### config.mk
export PLATFORM = sky130hd
export DESIGN_NAME = aes_job_sequencer_flat
export DESIGN_NICKNAME = d
export VERILOG_FILES = /design/src/rtl/aes_seq_if.sv /design/src/rtl/aes_job_sequencer.sv /design/src/flat_wrapper.sv
export SDC_FILE = /design/constraint.sdc
export NUM_CORES = 1
export LEC_CHECK = 0
export BUFFER_PORTS_ARGS = -buffer_cell sky130_fd_sc_hd__buf_2
export CAP_MARGIN = 20
export CORE_MARGIN = 1
export CORE_UTILIZATION = 55
export DETAILED_ROUTE_END_ITERATION = 7
export PLACE_DENSITY = 0.87
export RECOVER_POWER = 25
export SLEW_MARGIN = 0
export SYNTH_ARGS = -nofsm -noshare
export SYNTH_HDL_FRONTEND = slang
export SYNTH_SLANG_ARGS = --single-unit
### constraint.sdc
create_clock -name clk -period 5.8 [get_ports clk]
set_input_delay 0.58 -clock clk [delete_from_list [all_inputs] [get_ports clk]]
set_output_delay 0.58 -clock clk [all_outputs]
set_load 0.01 [all_outputs]
### src/rtl/aes_seq_if.sv
// Handshake/bus bundle between the AES job sequencer and its requester,
// core bank and display path.
interface aes_seq_if;
   logic         req_valid;
   logic         req_ready;
   logic         req_mode;
   logic [1:0]   req_key_type;
   logic         core_start;
   logic         core_mode;
   logic [1:0]   core_key_type;
   logic         core_done;
   logic [127:0] core_result;
   logic [7:0]   byte_out;
   logic         byte_valid;
   logic [3:0]   byte_index;
   logic         busy;
   logic         err;

   modport master (
      input  req_valid, req_mode, req_key_type,
      input  core_done, core_result,
      output req_ready, core_start, core_mode, core_key_type,
      output byte_out, byte_valid, byte_index, busy, err
   );

   modport slave (
      output req_valid, req_mode, req_key_type,
      output core_done, core_result,
      input  req_ready, core_start, core_mode, core_key_type,
      input  byte_out, byte_valid, byte_index, busy, err
   );
endinterface

### src/rtl/aes_job_sequencer.sv
// AES job sequencer: accept, core start, wait with timeout, result byte stream.
// Optional AES_SEQ_LOOP_EN: SHOW repeats forever and can accept a new job.
module aes_job_sequencer #(
   parameter int BYTES_SHOWN    = 4,
   parameter int HOLD_CYCLES    = 5,
   parameter int TIMEOUT_CYCLES = 64
) (
   input  logic      clk,
   input  logic      rst,
   aes_seq_if.master bus
);
   localparam int TW = $clog2(TIMEOUT_CYCLES + 1);
   localparam int HW = $clog2(HOLD_CYCLES + 1);

   typedef enum logic [1:0] {
      S_IDLE,
      S_START,
      S_WAIT,
      S_SHOW
   } state_t;

   state_t         r_state;
   state_t         w_next;
   logic           w_ready;
   logic           w_accept;
   logic           w_bad_key;
   logic           w_done;
   logic           w_tout;
   logic           w_hold_end;
   logic           w_last;
   logic [TW-1:0]  r_tcnt;
   logic [HW-1:0]  r_hold;
   logic [3:0]     r_idx;
   logic [127:0]   r_res;
   logic [7:0]     r_byte;
   logic           r_mode;
   logic [1:0]     r_key;
   logic           r_err;
   logic [6:0]     w_sh_amt;
   logic [127:0]   w_shift;

   assign w_hold_end = (r_hold == HW'(HOLD_CYCLES - 1));
   assign w_last     = (r_idx == 4'(BYTES_SHOWN - 1));
   assign w_sh_amt   = {r_idx + 4'd1, 3'b000};
   assign w_shift    = r_res << w_sh_amt;

   always_ff @(posedge clk or posedge rst) begin
      if (rst) begin
         r_state <= S_IDLE;
      end else begin
         r_state <= w_next;
      end
   end

   always_comb begin
      w_next    = r_state;
      w_ready   = 1'b0;
      w_accept  = 1'b0;
      w_bad_key = 1'b0;
      w_done    = 1'b0;
      w_tout    = 1'b0;
      unique case (r_state)
         S_IDLE: begin
            w_ready = 1'b1;
            if (bus.req_valid) begin
               if (bus.req_key_type == 2'b11) begin
                  w_bad_key = 1'b1;
               end else begin
                  w_accept = 1'b1;
                  w_next   = S_START;
               end
            end
         end
         S_START: begin
            w_next = S_WAIT;
         end
         S_WAIT: begin
            // done is checked first so it wins over a same-edge timeout
            if (bus.core_done) begin
               w_done = 1'b1;
               w_next = S_SHOW;
            end else if (r_tcnt == TW'(TIMEOUT_CYCLES - 1)) begin
               w_tout = 1'b1;
               w_next = S_IDLE;
            end
         end
         S_SHOW: begin
`ifdef AES_SEQ_LOOP_EN
            w_ready = 1'b1;
            if (bus.req_valid) begin
               if (bus.req_key_type == 2'b11) begin
                  w_bad_key = 1'b1;
               end else begin
                  w_accept = 1'b1;
                  w_next   = S_START;
               end
            end
`else
            if (w_hold_end && w_last) begin
               w_next = S_IDLE;
            end
`endif
         end
         default: begin
            w_next = S_IDLE;
         end
      endcase
   end

   always_ff @(posedge clk or posedge rst) begin
      if (rst) begin
         r_tcnt <= '0;
         r_hold <= '0;
         r_idx  <= '0;
         r_res  <= '0;
         r_byte <= '0;
         r_mode <= 1'b0;
         r_key  <= 2'b00;
         r_err  <= 1'b0;
      end else begin
         r_err <= w_bad_key | w_tout;
         if (w_accept) begin
            r_mode <= bus.req_mode;
            r_key  <= bus.req_key_type;
         end
         if (r_state == S_WAIT && !w_done && !w_tout) begin
            r_tcnt <= r_tcnt + TW'(1);
         end else begin
            r_tcnt <= '0;
         end
         if (w_done) begin
            r_res  <= bus.core_result;
            r_byte <= bus.core_result[127:120];
            r_idx  <= '0;
            r_hold <= '0;
         end else if (r_state == S_SHOW && w_next == S_SHOW) begin
            if (w_hold_end) begin
               r_hold <= '0;
               if (w_last) begin
                  r_idx  <= '0;
                  r_byte <= r_res[127:120];
               end else begin
                  r_idx  <= r_idx + 4'd1;
                  r_byte <= w_shift[127:120];
               end
            end else begin
               r_hold <= r_hold + HW'(1);
            end
         end else if (w_next != S_SHOW) begin
            r_idx  <= '0;
            r_hold <= '0;
            r_byte <= '0;
         end
      end
   end

   assign bus.req_ready     = w_ready;
   assign bus.core_start    = (r_state == S_START);
   assign bus.core_mode     = r_mode;
   assign bus.core_key_type = r_key;
   assign bus.byte_out      = r_byte;
   assign bus.byte_valid    = (r_state == S_SHOW);
   assign bus.byte_index    = r_idx;
   assign bus.busy          = (r_state != S_IDLE);
   assign bus.err           = r_err;
endmodule

### src/flat_wrapper.sv
// flat-port wrapper written by rule: the top's interface ports become plain ports
module aes_job_sequencer_flat 
#(
   parameter int BYTES_SHOWN    = 4,
   parameter int HOLD_CYCLES    = 5,
   parameter int TIMEOUT_CYCLES = 64
)
  (clk, rst, bus_req_valid, bus_req_mode, bus_req_key_type, bus_core_done, bus_core_result, bus_req_ready, bus_core_start, bus_core_mode, bus_core_key_type, bus_byte_out, bus_byte_valid, bus_byte_index, bus_busy, bus_err);
  aes_seq_if bus_i ();
  input  logic clk;
  input  logic rst;
  input wire logic [$bits(bus_i.req_valid)-1:0] bus_req_valid;
  input wire logic [$bits(bus_i.req_mode)-1:0] bus_req_mode;
  input wire logic [$bits(bus_i.req_key_type)-1:0] bus_req_key_type;
  input wire logic [$bits(bus_i.core_done)-1:0] bus_core_done;
  input wire logic [$bits(bus_i.core_result)-1:0] bus_core_result;
  output wire logic [$bits(bus_i.req_ready)-1:0] bus_req_ready;
  output wire logic [$bits(bus_i.core_start)-1:0] bus_core_start;
  output wire logic [$bits(bus_i.core_mode)-1:0] bus_core_mode;
  output wire logic [$bits(bus_i.core_key_type)-1:0] bus_core_key_type;
  output wire logic [$bits(bus_i.byte_out)-1:0] bus_byte_out;
  output wire logic [$bits(bus_i.byte_valid)-1:0] bus_byte_valid;
  output wire logic [$bits(bus_i.byte_index)-1:0] bus_byte_index;
  output wire logic [$bits(bus_i.busy)-1:0] bus_busy;
  output wire logic [$bits(bus_i.err)-1:0] bus_err;
  assign bus_i.req_valid = bus_req_valid;
  assign bus_i.req_mode = bus_req_mode;
  assign bus_i.req_key_type = bus_req_key_type;
  assign bus_i.core_done = bus_core_done;
  assign bus_i.core_result = bus_core_result;
  assign bus_req_ready = bus_i.req_ready;
  assign bus_core_start = bus_i.core_start;
  assign bus_core_mode = bus_i.core_mode;
  assign bus_core_key_type = bus_i.core_key_type;
  assign bus_byte_out = bus_i.byte_out;
  assign bus_byte_valid = bus_i.byte_valid;
  assign bus_byte_index = bus_i.byte_index;
  assign bus_busy = bus_i.busy;
  assign bus_err = bus_i.err;
  aes_job_sequencer #(.BYTES_SHOWN(BYTES_SHOWN), .HOLD_CYCLES(HOLD_CYCLES), .TIMEOUT_CYCLES(TIMEOUT_CYCLES)) u_core (.clk(clk), .rst(rst), .bus(bus_i));
endmodule
# After elaboration in Yosys (flattened, before gate mapping)
# Index checks and enable logic that the tools add are counted.
[op_classes] n_shift=1 n_mux=33 n_eq_ne=10 add_sub_neg=3 n_reduce_logical=10 bitwise_logic=1
[op_table] cell="$shl 128x7->128" count=1
[op_table] cell="$mux 8" count=5
[op_table] cell="$mux 4" count=5
[op_table] cell="$mux 1" count=12
[op_table] cell="$mux 3" count=4
[op_table] cell="$mux 2" count=5
[op_table] cell="$eq 2x2->1 const B" count=4
[op_table] cell="$pmux 2 s4" count=1
[op_table] cell="$add 7x1->7 const B" count=1
[op_table] cell="$eq 7x6->1 const B" count=1
[op_table] cell="$mux 7" count=1
[op_table] cell="$add 4x1->4 const B" count=1
[op_table] cell="$eq 4x2->1 const B" count=1
[op_table] cell="$logic_and 1x1->1" count=4
[op_table] cell="$add 3x1->3 const B" count=1
[op_table] cell="$eq 3x3->1 const B" count=1
[op_table] cell="$ne 3x1->1 const B" count=1
[op_table] cell="$reduce_bool 3->1" count=1
[op_table] cell="$eq 2x1->1 const B" count=1
[op_table] cell="$logic_not 1->1" count=2
[op_table] cell="$logic_not 2->1" count=1
[op_table] cell="$ne 2x2->1 const B" count=1
[op_table] cell="$reduce_and 2->1" count=1
[op_table] cell="$reduce_bool 2->1" count=1
[op_table] cell="$or 1x1->1" count=1
[word_totals] output_inout_bits=20 ff_bits=156 word_cells=67 in_bits=135

# Longest topological paths before layout
[depth] word_depth=8 depth_mapped=9 mapped_depth_nobuf=7

# Worst setup path after synthesis
# Ideal clock, no wire load.
[synth_timing] path_type="register to register" startpoint="reg u_core.r_idx[1], in the netlist u_core.bus.byte_index[1]" endpoint="reg u_core.r_byte[7], in the netlist u_core.bus.byte_out[7]" path_slack_ns=3.569 n_path_buf=3 required_time_ns=5.674 stages_incl_launch_ff=10 arrival_time_ns=2.105 period_less_slack_ns=2.231 cell_sequence="dfrtp_1 > ha_1 > buf_6 > buf_6 > buf_2 > mux4_2 > mux2i_1 > nand2_1 > nor4b_2 > a221o_1"
[synth_between] elab_chain_len=8 elab_cells_between_ends=16
[synth_rtl] item="start: declaration" line_no="aes_job_sequencer.sv:33" text="logic [3:0] r_idx;"
[synth_rtl] item="start signal: assignment" line_no="aes_job_sequencer.sv:143" text="r_idx <= r_idx + 4'd1;"
[synth_rtl] item="branches (longest 8 deep; another with $add 4x1->4)"
[synth_rtl] item="end signal: assignment" line_no="aes_job_sequencer.sv:133" text="r_byte <= bus.core_result[127:120];"
[synth_rtl] item="end signal: assignment" line_no="aes_job_sequencer.sv:141" text="r_byte <= r_res[127:120];"
[synth_rtl] item="end signal: assignment" line_no="aes_job_sequencer.sv:144" text="r_byte <= w_shift[127:120];"
[synth_rtl] item="end: declaration" line_no="aes_job_sequencer.sv:35" text="logic [7:0] r_byte;"
# Parallel ways; which one is timed is not known. The select of a mux whose other input is x is not followed.
# A chain may end at the register's enable or synchronous reset.

# Final worst setup path
[layout_timing] startpoint="reg u_core.r_idx[0], in the netlist u_core.bus.byte_index[0]" endpoint="reg u_core.r_byte[1], in the netlist u_core.bus.byte_out[1]"
# The elaborated chain is that of the path after synthesis.

==> key figures <==
Clock network
  – CTS clk-pin slew, worst paths: 60 ps
  – Number of gates resized after CTS: 0
  – Skew-Pair Late Insertion Delay: 420 ps
  – Hold Buf Count CTS: 0
  – Setup Fix Bufs, Post-CTS: 0
  – Clock Path Buffers: 2
  – Number of levels the H-tree was split into: 4
  – Clock tree root buffer cell: sky130_fd_sc_hd__clkbuf_16
  – Number of buffers added by the clock tree synthesis step: 17
  – Clock sink total: 156
  – TritonCTS clock tree: built

Critical path
  – Kind of critical path: flip-flop to flip-flop
  – Maximum fanout encountered on the critical timing path: 33
  – Worst path required time: slightly above 6000 ps
  – Cell breakdown of the critical path: ha_2 > mux4_2 > o32ai_1 > nor4b_2 > a221o_1
  – CP max stage cell: sky130_fd_sc_hd__ha_2
  – Register-to-Register Path Depth: 5
  – Critical Path Max Stage Delay: ~910 ps
  – Startpoint types: flip-flop
  – Beginning of the worst register-to-register path: u_core.bus.byte_index[0]$_DFFE_PP0P_
  – R2r endpoint: u_core.bus.byte_out[1]$_DFFE_PP0P_
  – Critical path data arrival time: about 3100 ps
  – Setup slack on the worst flop-to-flop path: 2960 ps
  – Kind of end point of the critical path: flip-flop

Timing
  – Max Slew Vio Count: 0
  – Unrepaired setup endpoints after global routing: false
  – Worst slew margin relative to its limit: about two fifths
  – Worst slew pin tran: slightly below 900 ps
  – Fraction of the cycle the final worst path needs: 48.9%
  – Highest attainable clock frequency: 353 MHz
  – Final hold violation count: 0
  – Final Skew: ~5.7 ps
  – Final setup fails: 0
  – Total negative slack: 0 ps
  – Final period demand of the worst path: 2840 ps

Global route
  – Initial antenna violation count: 0
  – Overall overflow remaining after global route: 0
  – Number of global-route vias before repair: 5,906
  – Overall track demand over capacity in global routing: 30.2%
  – Global-route wire length before repair: roughly 30,000 um
  – Pin count of the biggest net entering global routing: 101

Hold path
  – Number of cells on the worst hold path: 3
  – Hold Path End: u_core.r_res[88]$_DFFE_PP0P_
  – Start point of the worst min-delay path: bus_core_result[88]
  – Worst hold path type: primary input to flip-flop

Flow run
  – Max-cap violations: 0

Synth
  – Synthesized netlist net count: 893
  – Yosys synthesis warning count: 0
  – Most numerous cell in the Yosys netlist: sky130_fd_sc_hd__nand2_1
  – Mapped Avg Cell Area: 9.65 sq um
  – Share of synthesized registers carrying an async set or reset: 100%
  – Main flop type after synthesis: sky130_fd_sc_hd__dfrtp_1
  – Synthesized-area fraction occupied by ao, oa, aoi and oai cells: under 10%
  – Sequential area share after synthesis: 53.6%
  – Share of the synthesized area in the top cell type: 53.6%
  – Library cell with the largest summed area after synthesis: sky130_fd_sc_hd__dfrtp_1
  – Post-synthesis instance area: 7280 sq um
  – Flip-flop and latch count after synthesis: between 150 and 200
  – Mux share of post-synthesis cell area: 11.2%
  – Count of flip-flops with a built-in enable after synthesis: 0
  – Leading cell types by count after synthesis: sky130_fd_sc_hd__nand2_1 (400), sky130_fd_sc_hd__dfrtp_1 (156), sky130_fd_sc_hd__mux4_2 (31), sky130_fd_sc_hd__nor2_1 (23), sky130_fd_sc_hd__clkbuf_1 (21)
  – Number of distinct standard cells referenced by the synthesized netlist: 44
  – Dominant combinational cell family by area after synthesis: simple AND/OR/NAND/NOR gates
  – Post-Synth XOR/XNOR Area: around 1.4%
  – Adder-cell share of the synthesized area: less than 1%
  – Cell count after synthesis: 754
  – Biggest area contributors in the synthesized netlist: sky130_fd_sc_hd__dfrtp_1 (54%), sky130_fd_sc_hd__nand2_1 (21%), sky130_fd_sc_hd__mux4_2 (9.6%)
  – Area share of and/or/nand/nor cells after synthesis: about a quarter

Floorplanning
  – Starting density of the core: between 50 and 60%
  – CORE AREA: between 10,000 and 15,000 sq um
  – Die area: 13,700 sq um
  – Floorplan row count: 41
  – Die width: 117 um
  – Number of top-level design ports: 155
  – Height of the chip: roughly 120 um

Pwr
  – Leakage dissipation: 0.00449 uW
  – Maximum vdd drop: 0.277 mV
  – PD cells: 545 nW/um^2

Final layout
  – Final core utilization: about two thirds
  – Fill cells: ~900
  – Post-synthesis to final-layout area growth: 19.5%
  – Layout Nets: approximately 1,000
  – Diodes inserted: 0
  – Finished layout cell area: 8700 sq um
  – Ratio of cells with drive above 1 in the final layout: around a quarter

Detailed routing
  – Routed len/inst: ~18 um
  – Wire length after detailed routing: 18,800 um
  – Vias per Instance: 5.68
  – Number of design rule violations left after detail routing: 0
  – Remaining antenna violation count: 0
  – Iteration-0 DRC Markers: 659
  – Number of vias after detailed routing: 6,098
  – Number of iterations in the first detailed-routing pass: 5

Place
  – Count of input and output buffers: 154
  – Post-placement cell area: 8070 sq um
  – Hpwl dp: 12,600 um
  – Placer congestion estimate: roughly 0.84

Outcome
  – Result of the run: completed
[final cells by class]
type	instances	area [sq um]	area share, %
clock inverter	14	169	1.94
timing repair buffer	158	812	9.34
sequential	156	3910	44.9
tap	172	215	2.47
multi-input combinational	547	3120	35.9
inverter	8	35.0	0.403
clock buffer	18	439	5.05
[power by group]
group          internal [uW]  switching [uW]
clock                    688             441
sequential              1590             381
combinational            796             845
[layer usage]
metal | track usage (%) | wire, um
met5 | 0 | 0
met4 | 14.3 | 743
met3 | 8.14 | 1800
met2 | 46.9 | 8820
met1 | 40.0 | 7430
[cells in the final DEF (no fill, tap or decap), types with 2 or more instances in the layout]
| master | n |
|---|---|
| sky130_fd_sc_hd__a22oi_1 | 2 |
| sky130_fd_sc_hd__buf_4 | 3 |
| sky130_fd_sc_hd__inv_6 | 2 |
| sky130_fd_sc_hd__inv_2 | 2 |
| sky130_fd_sc_hd__dfrtp_1 | 155 |
| sky130_fd_sc_hd__ha_1 | 3 |
| sky130_fd_sc_hd__clkinv_4 | 4 |
| sky130_fd_sc_hd__mux2i_1 | 8 |
| sky130_fd_sc_hd__or3_1 | 2 |
| sky130_fd_sc_hd__clkinvlp_4 | 2 |
| sky130_fd_sc_hd__a21oi_1 | 11 |
| sky130_fd_sc_hd__clkbuf_16 | 17 |
| sky130_fd_sc_hd__clkinv_2 | 4 |
| sky130_fd_sc_hd__nand3_1 | 5 |
| sky130_fd_sc_hd__inv_1 | 5 |
| sky130_fd_sc_hd__xnor2_1 | 4 |
| sky130_fd_sc_hd__nor4b_2 | 7 |
| sky130_fd_sc_hd__o32ai_1 | 7 |
| sky130_fd_sc_hd__and3_1 | 3 |
| sky130_fd_sc_hd__a221o_1 | 7 |
| sky130_fd_sc_hd__mux4_2 | 31 |
| sky130_fd_sc_hd__nor2_1 | 23 |
| sky130_fd_sc_hd__nand2_1 | 400 |
| sky130_fd_sc_hd__nor3b_1 | 4 |
| sky130_fd_sc_hd__buf_2 | 153 |
| sky130_fd_sc_hd__o21ai_0 | 9 |
| sky130_fd_sc_hd__bufinv_16 | 3 |
[worst max-delay path, delay by kind of cell, from the launching register on]
family / cells / cell delay [ps]
DFF: 1 / 480
and+or+nand+nor: 1 / 90
muxes: 1 / 590
adders and majority gates: 1 / 910
AOI/OAI and AO/OA: 2 / 640
[per-stage QoR]
step	cells	setup slack [ps]	hold slack (ps)	power [uW]
2_1_floorplan	754	1010	425	3100
3_3_place_gp	1040	2430	439	3430
3_5_place_dp	1040	2340	457	3530
4_1_cts	1072	2300	335	4710
5_1_grt	1073	2850	345	5010
6_report	1073	2960	346	4740
[kinds of logic (layout without fill, tap and decap cells)]
kind of cell,count (synthesis),count (layout)
XOR/XNOR,7,7
buffers and inverters,51,198
adder cells (fa/ha/maj),4,4
flip-flops,156,156
AO/OA/AOI/OAI,42,42
AND/OR/NAND/NOR,453,453
multiplexers,41,41
[state kept, by name, indices dropped and copies added (netlist names)]
name and count:
u_core.bus.byte_index 4, u_core.bus.byte_out 8, u_core.bus.core_key_type 2, u_core.bus.core_mode 1, u_core.bus.err 1, u_core.r_hold 3
u_core.r_res 128, u_core.r_state 2, u_core.r_tcnt 7
[how the worst max path moves through the flow]
stage                                                    start                              endpoint  slack, ps  depth (start not counted)
after floorplan                                            rst  u_core.bus.byte_index[0]$_DFFE_PP0P_       1010                          1
final                     u_core.bus.byte_index[0]$_DFFE_PP0P_    u_core.bus.byte_out[1]$_DFFE_PP0P_       2960                          5
after CTS                 u_core.bus.byte_index[0]$_DFFE_PP0P_    u_core.bus.byte_out[1]$_DFFE_PP0P_       2300                          5
after global routing      u_core.bus.byte_index[0]$_DFFE_PP0P_    u_core.bus.byte_out[1]$_DFFE_PP0P_       2850                          5
after detailed placement  u_core.bus.byte_index[0]$_DFFE_PP0P_    u_core.bus.byte_out[1]$_DFFE_PP0P_       2340                          5
after global placement    u_core.bus.byte_index[0]$_DFFE_PP0P_    u_core.bus.byte_out[2]$_DFFE_PP0P_       2430                          5
Power figures use the tool's default switching activity.
